### src/rtl/deser_rr_collector.sv
// deser_rr_collector: round-robin collector that shares one tagged byte FIFO
// between N_CH deserializer channels. Each channel gets a level acknowledge
// held until it drops data_ready; the FIFO head is offered on valid/ready.
module deser_rr_collector #(
  parameter int N_CH  = 2,
  parameter int DEPTH = 4,
  localparam int CW   = $clog2(N_CH),
  localparam int AW   = $clog2(DEPTH)
) (
  input  logic              clock_100KHZ,
  input  logic              reset,
  input  logic [N_CH-1:0]   ch_ready,
  input  logic [8*N_CH-1:0] ch_data,
  output logic [N_CH-1:0]   ch_ack,
  output logic              out_valid,
  output logic [7:0]        out_data,
  output logic [CW-1:0]     out_chan,
  input  logic              out_ready,
  output logic [AW:0]       fifo_count,
  output logic              fifo_full
);

  typedef enum logic {C_IDLE, C_ACK} ch_state_t;

  ch_state_t        state [N_CH];
  logic [CW-1:0]    rr_ptr;
  logic [AW-1:0]    wr_ptr;
  logic [AW-1:0]    rd_ptr;
  logic [AW:0]      count;
  logic [CW+7:0]    mem [DEPTH];

  logic [N_CH-1:0]  eligible;
  logic             grant_vld;
  logic [CW-1:0]    grant_idx;
  logic             full;
  logic             push;
  logic             pop;
  logic [CW+7:0]    push_word;
  logic [AW-1:0]    rd_next;
  logic [AW:0]      count_next;
  logic [CW+7:0]    head_word;

  // Channel index base+off, wrapping at N_CH-1 -> 0.
  function automatic logic [CW-1:0] wrap_add(input logic [CW-1:0] base,
                                             input int unsigned off);
    int unsigned s;
    s = (32'(base) + off) % N_CH;
    return CW'(s);
  endfunction

  assign full       = (count == (AW+1)'(DEPTH));
  assign fifo_count = count;
  assign fifo_full  = full;

  // A channel may be granted only when idle, ready, and the FIFO has room.
  always_comb begin
    eligible = '0;
    for (int unsigned i = 0; i < N_CH; i++) begin
      eligible[i] = (state[i] == C_IDLE) && ch_ready[i] && !full;
    end
  end

  // First eligible channel at or after the round-robin pointer.
  always_comb begin
    grant_vld = 1'b0;
    grant_idx = '0;
    for (int unsigned k = 0; k < N_CH; k++) begin
      if (!grant_vld && eligible[wrap_add(rr_ptr, k)]) begin
        grant_vld = 1'b1;
        grant_idx = wrap_add(rr_ptr, k);
      end
    end
  end

  // FIFO control and the next head word for the registered output stage.
  // The new head is the word being pushed when the read pointer lands on the
  // write slot (empty FIFO, or last entry popped alongside a push).
  always_comb begin
    push       = grant_vld;
    pop        = out_valid && out_ready;
    push_word  = {grant_idx, ch_data[8*grant_idx +: 8]};
    rd_next    = pop ? rd_ptr + 1'b1 : rd_ptr;
    count_next = count + (AW+1)'(push) - (AW+1)'(pop);
    head_word  = (push && (rd_next == wr_ptr)) ? push_word : mem[rd_next];
  end

  // Storage array; contents need no reset since pointers gate visibility.
  always_ff @(posedge clock_100KHZ) begin
    if (push) begin
      mem[wr_ptr] <= push_word;
    end
  end

  // FIFO pointers, occupancy and registered head outputs.
  always_ff @(posedge clock_100KHZ or posedge reset) begin
    if (reset) begin
      wr_ptr    <= '0;
      rd_ptr    <= '0;
      count     <= '0;
      out_valid <= 1'b0;
      out_data  <= '0;
      out_chan  <= '0;
    end else begin
      if (push) begin
        wr_ptr <= wr_ptr + 1'b1;
      end
      rd_ptr    <= rd_next;
      count     <= count_next;
      out_valid <= (count_next != '0);
      if (count_next != '0) begin
        {out_chan, out_data} <= head_word;
      end
    end
  end

  // Round-robin pointer moves just past the granted channel.
  always_ff @(posedge clock_100KHZ or posedge reset) begin
    if (reset) begin
      rr_ptr <= '0;
    end else if (grant_vld) begin
      rr_ptr <= (grant_idx == CW'(N_CH - 1)) ? '0 : grant_idx + 1'b1;
    end
  end

  // Per-channel ack FSMs: ack rises on grant, falls once data_ready is low.
  always_ff @(posedge clock_100KHZ or posedge reset) begin
    if (reset) begin
      ch_ack <= '0;
      for (int unsigned i = 0; i < N_CH; i++) begin
        state[i] <= C_IDLE;
      end
    end else begin
      for (int unsigned i = 0; i < N_CH; i++) begin
        case (state[i])
          C_IDLE: begin
            if (grant_vld && (grant_idx == CW'(i))) begin
              state[i]  <= C_ACK;
              ch_ack[i] <= 1'b1;
            end
          end
          C_ACK: begin
            if (!ch_ready[i]) begin
              state[i]  <= C_IDLE;
              ch_ack[i] <= 1'b0;
            end
          end
          default: begin
            state[i]  <= C_IDLE;
            ch_ack[i] <= 1'b0;
          end
        endcase
      end
    end
  end

endmodule
### config.mk
export PLATFORM = sky130hd
export DESIGN_NAME = deser_rr_collector
export DESIGN_NICKNAME = d
export VERILOG_FILES = /design/src/rtl/deser_rr_collector.sv
export SDC_FILE = /design/constraint.sdc
export NUM_CORES = 1
export LEC_CHECK = 0
export ABC_AREA = 1
export CORE_ASPECT_RATIO = 0.7
export CORE_MARGIN = 2
export CORE_UTILIZATION = 30
export DETAILED_ROUTE_END_ITERATION = 7
export HOLD_SLACK_MARGIN = 0.1
export PLACE_DENSITY = 0.54
export SETUP_SLACK_MARGIN = 0.2
export SLEW_MARGIN = 20
export SYNTH_ARGS = -nofsm -noshare
export SYNTH_HDL_FRONTEND = slang
export SYNTH_SLANG_ARGS = --single-unit
### constraint.sdc
create_clock -name clock_100KHZ -period 6.3 [get_ports clock_100KHZ]
set_input_delay 0.945 -clock clock_100KHZ [delete_from_list [all_inputs] [get_ports clock_100KHZ]]
set_output_delay 0.945 -clock clock_100KHZ [all_outputs]
set_load 0.02 [all_outputs]
Word-level counts from Yosys, hierarchy flattened. Memory sizes are Yosys's and may differ from the RTL's. A register that Yosys moved wholly into a read port is not among the register bits. Index checks and enable logic that the tools add are counted.

Bits in registers: 13. Memory bits (writable): 36. Output and inout bits: 16. Memories: 1.

$add $sub $neg: 6. Magnitude comparators: 2. Equality and inequality tests: 5. Shift operators: 1. Mux-type cells: 24. Bitwise operators: 3. Reductions and logical operators: 13.

Memory list: mem (words 4, width 9, read ports 1, clocked after Yosys merged registers in 1, write ports 1, RTL line 30) `logic [CW+7:0] mem [DEPTH];`.

Operators by type and width (count): 1-bit two-way mux (19); 16-bit by 5-bit indexed part select with 8-bit output (1); 1-bit logical AND (8); 1-bit case mux with 2 select lines (4); 2-bit by 1-bit adder with 2-bit output, second input constant (2); 1-bit by 2-bit less-than comparator with 1-bit output, second input constant (2); 2-bit by 1-bit != test with 1-bit output, second input constant (2); 2-bit != test, second input constant (2); 2-bit AND reduction (2); 3-bit by 1-bit adder with 3-bit output (1); 3-bit == test, second input constant (1); 1-bit inverter (3); 3-bit nonzero test (1); 3-bit by 1-bit subtractor with 3-bit output (1); 1-bit adder, second input constant (2); 1-bit zero test (2); 2-bit two-way mux (1).

Longest topological paths before layout.
Depth after elaboration: 13. Gate-level depth with buffers: 15. Depth with buffers taken out: 14.

Worst setup path before layout. Ideal clock, no wire load.

Path type: input -> register. Start: input port ch_ready[1]. End: register out_data[0] (read register of mem). Arrival time: 2.776 ns. Path slack: 3.407 ns. Cell stages on the path: 14. Buffers on the path: 1. Cells stage by stage: inv_2 > nor2_4 > o21ai_4 > ha_1 > inv_1 > ha_1 > inv_1 > fa_1 > inv_1 > nor2_1 > nand2_1 > buf_2 > nand3_1 > nand2_1.

Longest elaborated chain between the ends: 11.

Ends and longest elaborated chain: from (decl) (RTL line 12) `input logic [N_CH-1:0] ch_ready,`; 1-bit logical AND * (2 in series) (RTL line 59) `eligible[i] = (state[i] == C_IDLE) && ch_ready[i] && !full;`; 1-bit two-way mux (implied by the code) (2 in series) (RTL line 68) `if (!grant_vld && eligible[wrap_add(rr_ptr, k)]) begin`; 1-bit two-way mux (RTL line 68); 1-bit zero test (RTL line 68); 1-bit logical AND (RTL line 68); 1-bit two-way mux * (RTL line 68); 3-bit by 1-bit adder with 3-bit output * (RTL line 83) `count_next = count + (AW+1)'(push) - (AW+1)'(pop);`; 3-bit by 1-bit subtractor with 3-bit output * (RTL line 83); net count_next[1] (RTL line 40) `logic [AW:0] count_next;`; 3-bit nonzero test * (RTL line 110) `if (count_next != '0) begin`; to (decl) (RTL line 16) `output logic [7:0] out_data,`.

The timed path passes the listed nets; every way through them passes the cells marked *. The select of a mux whose other input is x is not followed. A chain may end at the register's enable or synchronous reset.

Final worst setup path.
Start: input port ch_ready[1]. End: register out_data[3] (read register of mem).

The elaborated chain is that of the path after synthesis.

==> impl_results.md <==
* CP Max Fanout at 11
* Flops & latches, synth at 58
* Total CTS buffers at 9
* Adder-cell area share of the yosys netlist at 3.34%
* Hold path startpoint: out_data[7]$_DFFE_PP0P_
* Final setup viols at 0
* WP data required at 6.51 ns
* Vias per cell at 4.52
* Crit-path slowest cell: clkdlybuf4s50_1
* Slew @ Worst Pin at 0.976 ns
* Final slew viol count at 0
* Outcome: completed
* Total gr overflow at 0
* Syn Nets at 332
* Final Hold Viols at 0
* Drt drc at 0
* Clock tree sinks at 58
* Synth Area in XOR/XNOR at 0.616%
* HP Class: reg2reg
* GPL Wtd Cong at 0.766
* Leak pwr at 1.65 nW
* Endpoint class of the critical path: flip-flop
* Setup tns final at 0 ns
* Largest stage delay, worst path at 0.49 ns
* Max-cap violations at 0
* Peak supply drop at 196 µV
* Die height at 85.5 µm
* Vias in the first global route at 2013
* Clk Tree Root Cell: clkbuf_16
* Simple-Gate Fraction of Synth Area at 27.7%
* PortBufs at 36
* ANT cells at 0
* Mapped Cells at 304
* Layout Nets at 370
* Post-Syn Area at 0.00284 mm²
* First-pass GRT wire length at 10600 µm
* Site row count at 29
* Avg WL per Cell at 14.0 µm
* Synth area leaders: edfxtp_1 38%, dfrtp_1 19%, nand2_1 11%
* Share of cells above drive strength 1 at 7.49%
* Largest net degree at the start of global routing at 23
* Worst EP arrival at 3.88 ns
* Final wirelength at 6600 µm
* Final period util at 58.3%
* Synth cell count leaders: 85 x nand2_1, 56 x nand3_1, 49 x inv_1, 36 x edfxtp_1, 22 x dfrtp_1
* Yosys cell types at 24
* DIE WIDTH at 120 µm
* Pre-antenna DRT Iters at 5
* Largest family of logic cells by synthesized area: simple AND/OR/NAND/NOR gates
* Initial drt markers at 134
* Ys Warns at 0
* Worst Setup SP: ch_ready[1]
* Worst-skew pair later-pin latency at 0.33 ns
* Complex-gate fraction of the synthesized area at 1.63%
* I/O pins at 37
* Postcts setup bufs at 0
* DP Cell Count at 455
* Crit path time final at 3.67 ns
* Area growth, synth to finish at 26.7%
* Post-cts sizing count at 0
* Post-route ant nets at 0
* CTS tree: done
* CTS H-tree lvls at 3
* Setup CP Type: in2reg
* Synth Flop Type: edfxtp_1
* Post-synthesis sequential area ratio at 57.4%
* Async set-reset flop share out of synthesis at 37.9%
* Antenna violations before repair at 0
* CTS clock-pin slew for the worst setup and hold paths at 0.05 ns
* Post-synthesis mux area share at 0%
* Mean Syn Cell Area at 9.36 µm²
* Most frequent cell after synthesis: nand2_1
* Hpwl dp at 4650 µm
* Worst path cell trace: clkdlybuf4s50_1 > inv_2 > nor2_4 > o21ai_4 > ha_1 > inv_1 > ha_1 > inv_1 > fa_1 > inv_1 > nor2_1 > nand2_1 > clkinv_1 > nand2_1 > nand2_1
* R2R Path Start: fifo_count[1]$_DFF_PP0_
* Number of flops mapped to enable cells by yosys at 36
* RSZ-0062 raised after global routing: no
* Biggest area consumer among synthesized cells: edfxtp_1
* Vias at 2127
* Hold_buf cts at 0
* Hold WS at 0.478 ns
* Synth top area share at 38.0%
* Max Clock Freq at 272 MHz
* Starting Density at 31.1%
* Pwr Density at 572 mW/mm²
* Critical Path Source Type: input pin
* Filler Cells Inserted at 930
* Fin cells at 471
* Final Core Density at 39.4%
* Die ar. at 0.0103 mm²
* Gr usage total at 13.8%
* Setup clock skew after layout at 0.00911 ns
* Core ar. at 0.00914 mm²
* Rel. slew slack at 34.7%
* Clock Path Buffers at 2
==> through the flow <==
| step | area (µm²) | total power, mW | worst slack (ns) |
|---|---|---|---|
| after floorplan | 2840 | 1.28 | 3.41 |
| after global placement | 3290 | 1.55 | 2.39 |
| after detailed placement | 3290 | 1.57 | 2.32 |
| after CTS | 3600 | 2.08 | 2.65 |
| after global routing | 3600 | 2.21 | 2.38 |
| final | 3600 | 2.06 | 2.63 |
==> final timing paths <==
check / end / slack, ns / cells after the start
max: out_data[3]$_DFFE_PP0P_ / 2.63 / 15
min: out_data[7]$_DFFE_PP0P_ / 0.48 / 2
max reg2reg: out_data[3]$_DFFE_PP0P_ / 3.10 / 14
min reg2reg: out_data[7]$_DFFE_PP0P_ / 0.48 / 2
max in group asynchronous: out_data[3]$_DFFE_PP0P_ / 4.67 / 2
min in group asynchronous: state[1]$_DFF_PP0_ / 1.10 / 2
==> critical path: cells and delay by family <==
| kind | cells | cell delay, ns |
|---|---|---|
| adders and majority gates | 3 | 0.89 |
| and+or+nand+nor | 5 | 0.80 |
| AOI/OAI and AO/OA | 1 | 0.17 |
| buffers and inverters | 6 | 1.08 |
==> cell type report <==
cell class	instances	area (µm²)	share of cell area, %
Multi-Input combinational cell	184	946	26.3
Tap cell	124	155	4.31
Inverter	53	199	5.52
Clock buffer	10	229	6.36
Timing Repair Buffer	36	360	10.0
Clock inverter	6	81.3	2.26
Sequential cell	58	1630	45.3
==> cell usage in the layout (no fill, tap or decap) <==
cell | synthesis | layout
a21oi_1 | 2 | 2
bufinv_16 | 0 | 2
clkbuf_1 | 0 | 1
clkbuf_16 | 0 | 9
clkdlybuf4s50_1 | 0 | 36
clkinv_1 | 1 | 3
clkinv_2 | 0 | 1
clkinv_4 | 0 | 1
dfrtp_1 | 22 | 22
edfxtp_1 | 36 | 36
fa_1 | 1 | 1
ha_1 | 6 | 6
inv_1 | 49 | 49
inv_2 | 3 | 3
nand2_1 | 85 | 85
nand2_2 | 2 | 2
nand2_4 | 1 | 1
nand3_1 | 56 | 56
nand3_2 | 4 | 4
nand4_1 | 10 | 10
nor2_1 | 8 | 8
nor2_4 | 1 | 1
nor2_8 | 1 | 1
o21ai_0 | 4 | 4
o21ai_4 | 1 | 1
xnor2_1 | 1 | 1
xor2_1 | 1 | 1
==> metal layers <==
layer	track usage [%]	share of wire, %	up-vias
met2	19.1	42	42
met3	4.50	4.0	6
li1	-	-	1063
met5	0	0	-
met4	5.50	1.1	0
met1	20.0	52	1016
==> where the power goes <==
part	total (mW)	leakage (nW)	internal, mW	switching (mW)
clock	0.506	0.152	0.343	0.164
sequential	0.651	0.582	0.580	0.0715
combinational	0.902	0.916	0.305	0.597
==> kinds of logic (layout without fill, tap and decap cells) <==
kind of cell / Yosys count / after routing
compound gates: 7 / 7
xor+xnor: 2 / 2
buf+inv: 62 / 105
simple gates: 168 / 168
fa+ha+maj: 7 / 7
flops: 58 / 58
==> registers in the layout, indices dropped and copies added (netlist names) <==
register	cells
mem	36
out_data	8
fifo_count	3
ch_ack	2
rd_ptr	2
state	2
wr_ptr	2
out_chan	1
out_valid	1
rr_ptr	1
(Power assumes the default switching activity.)
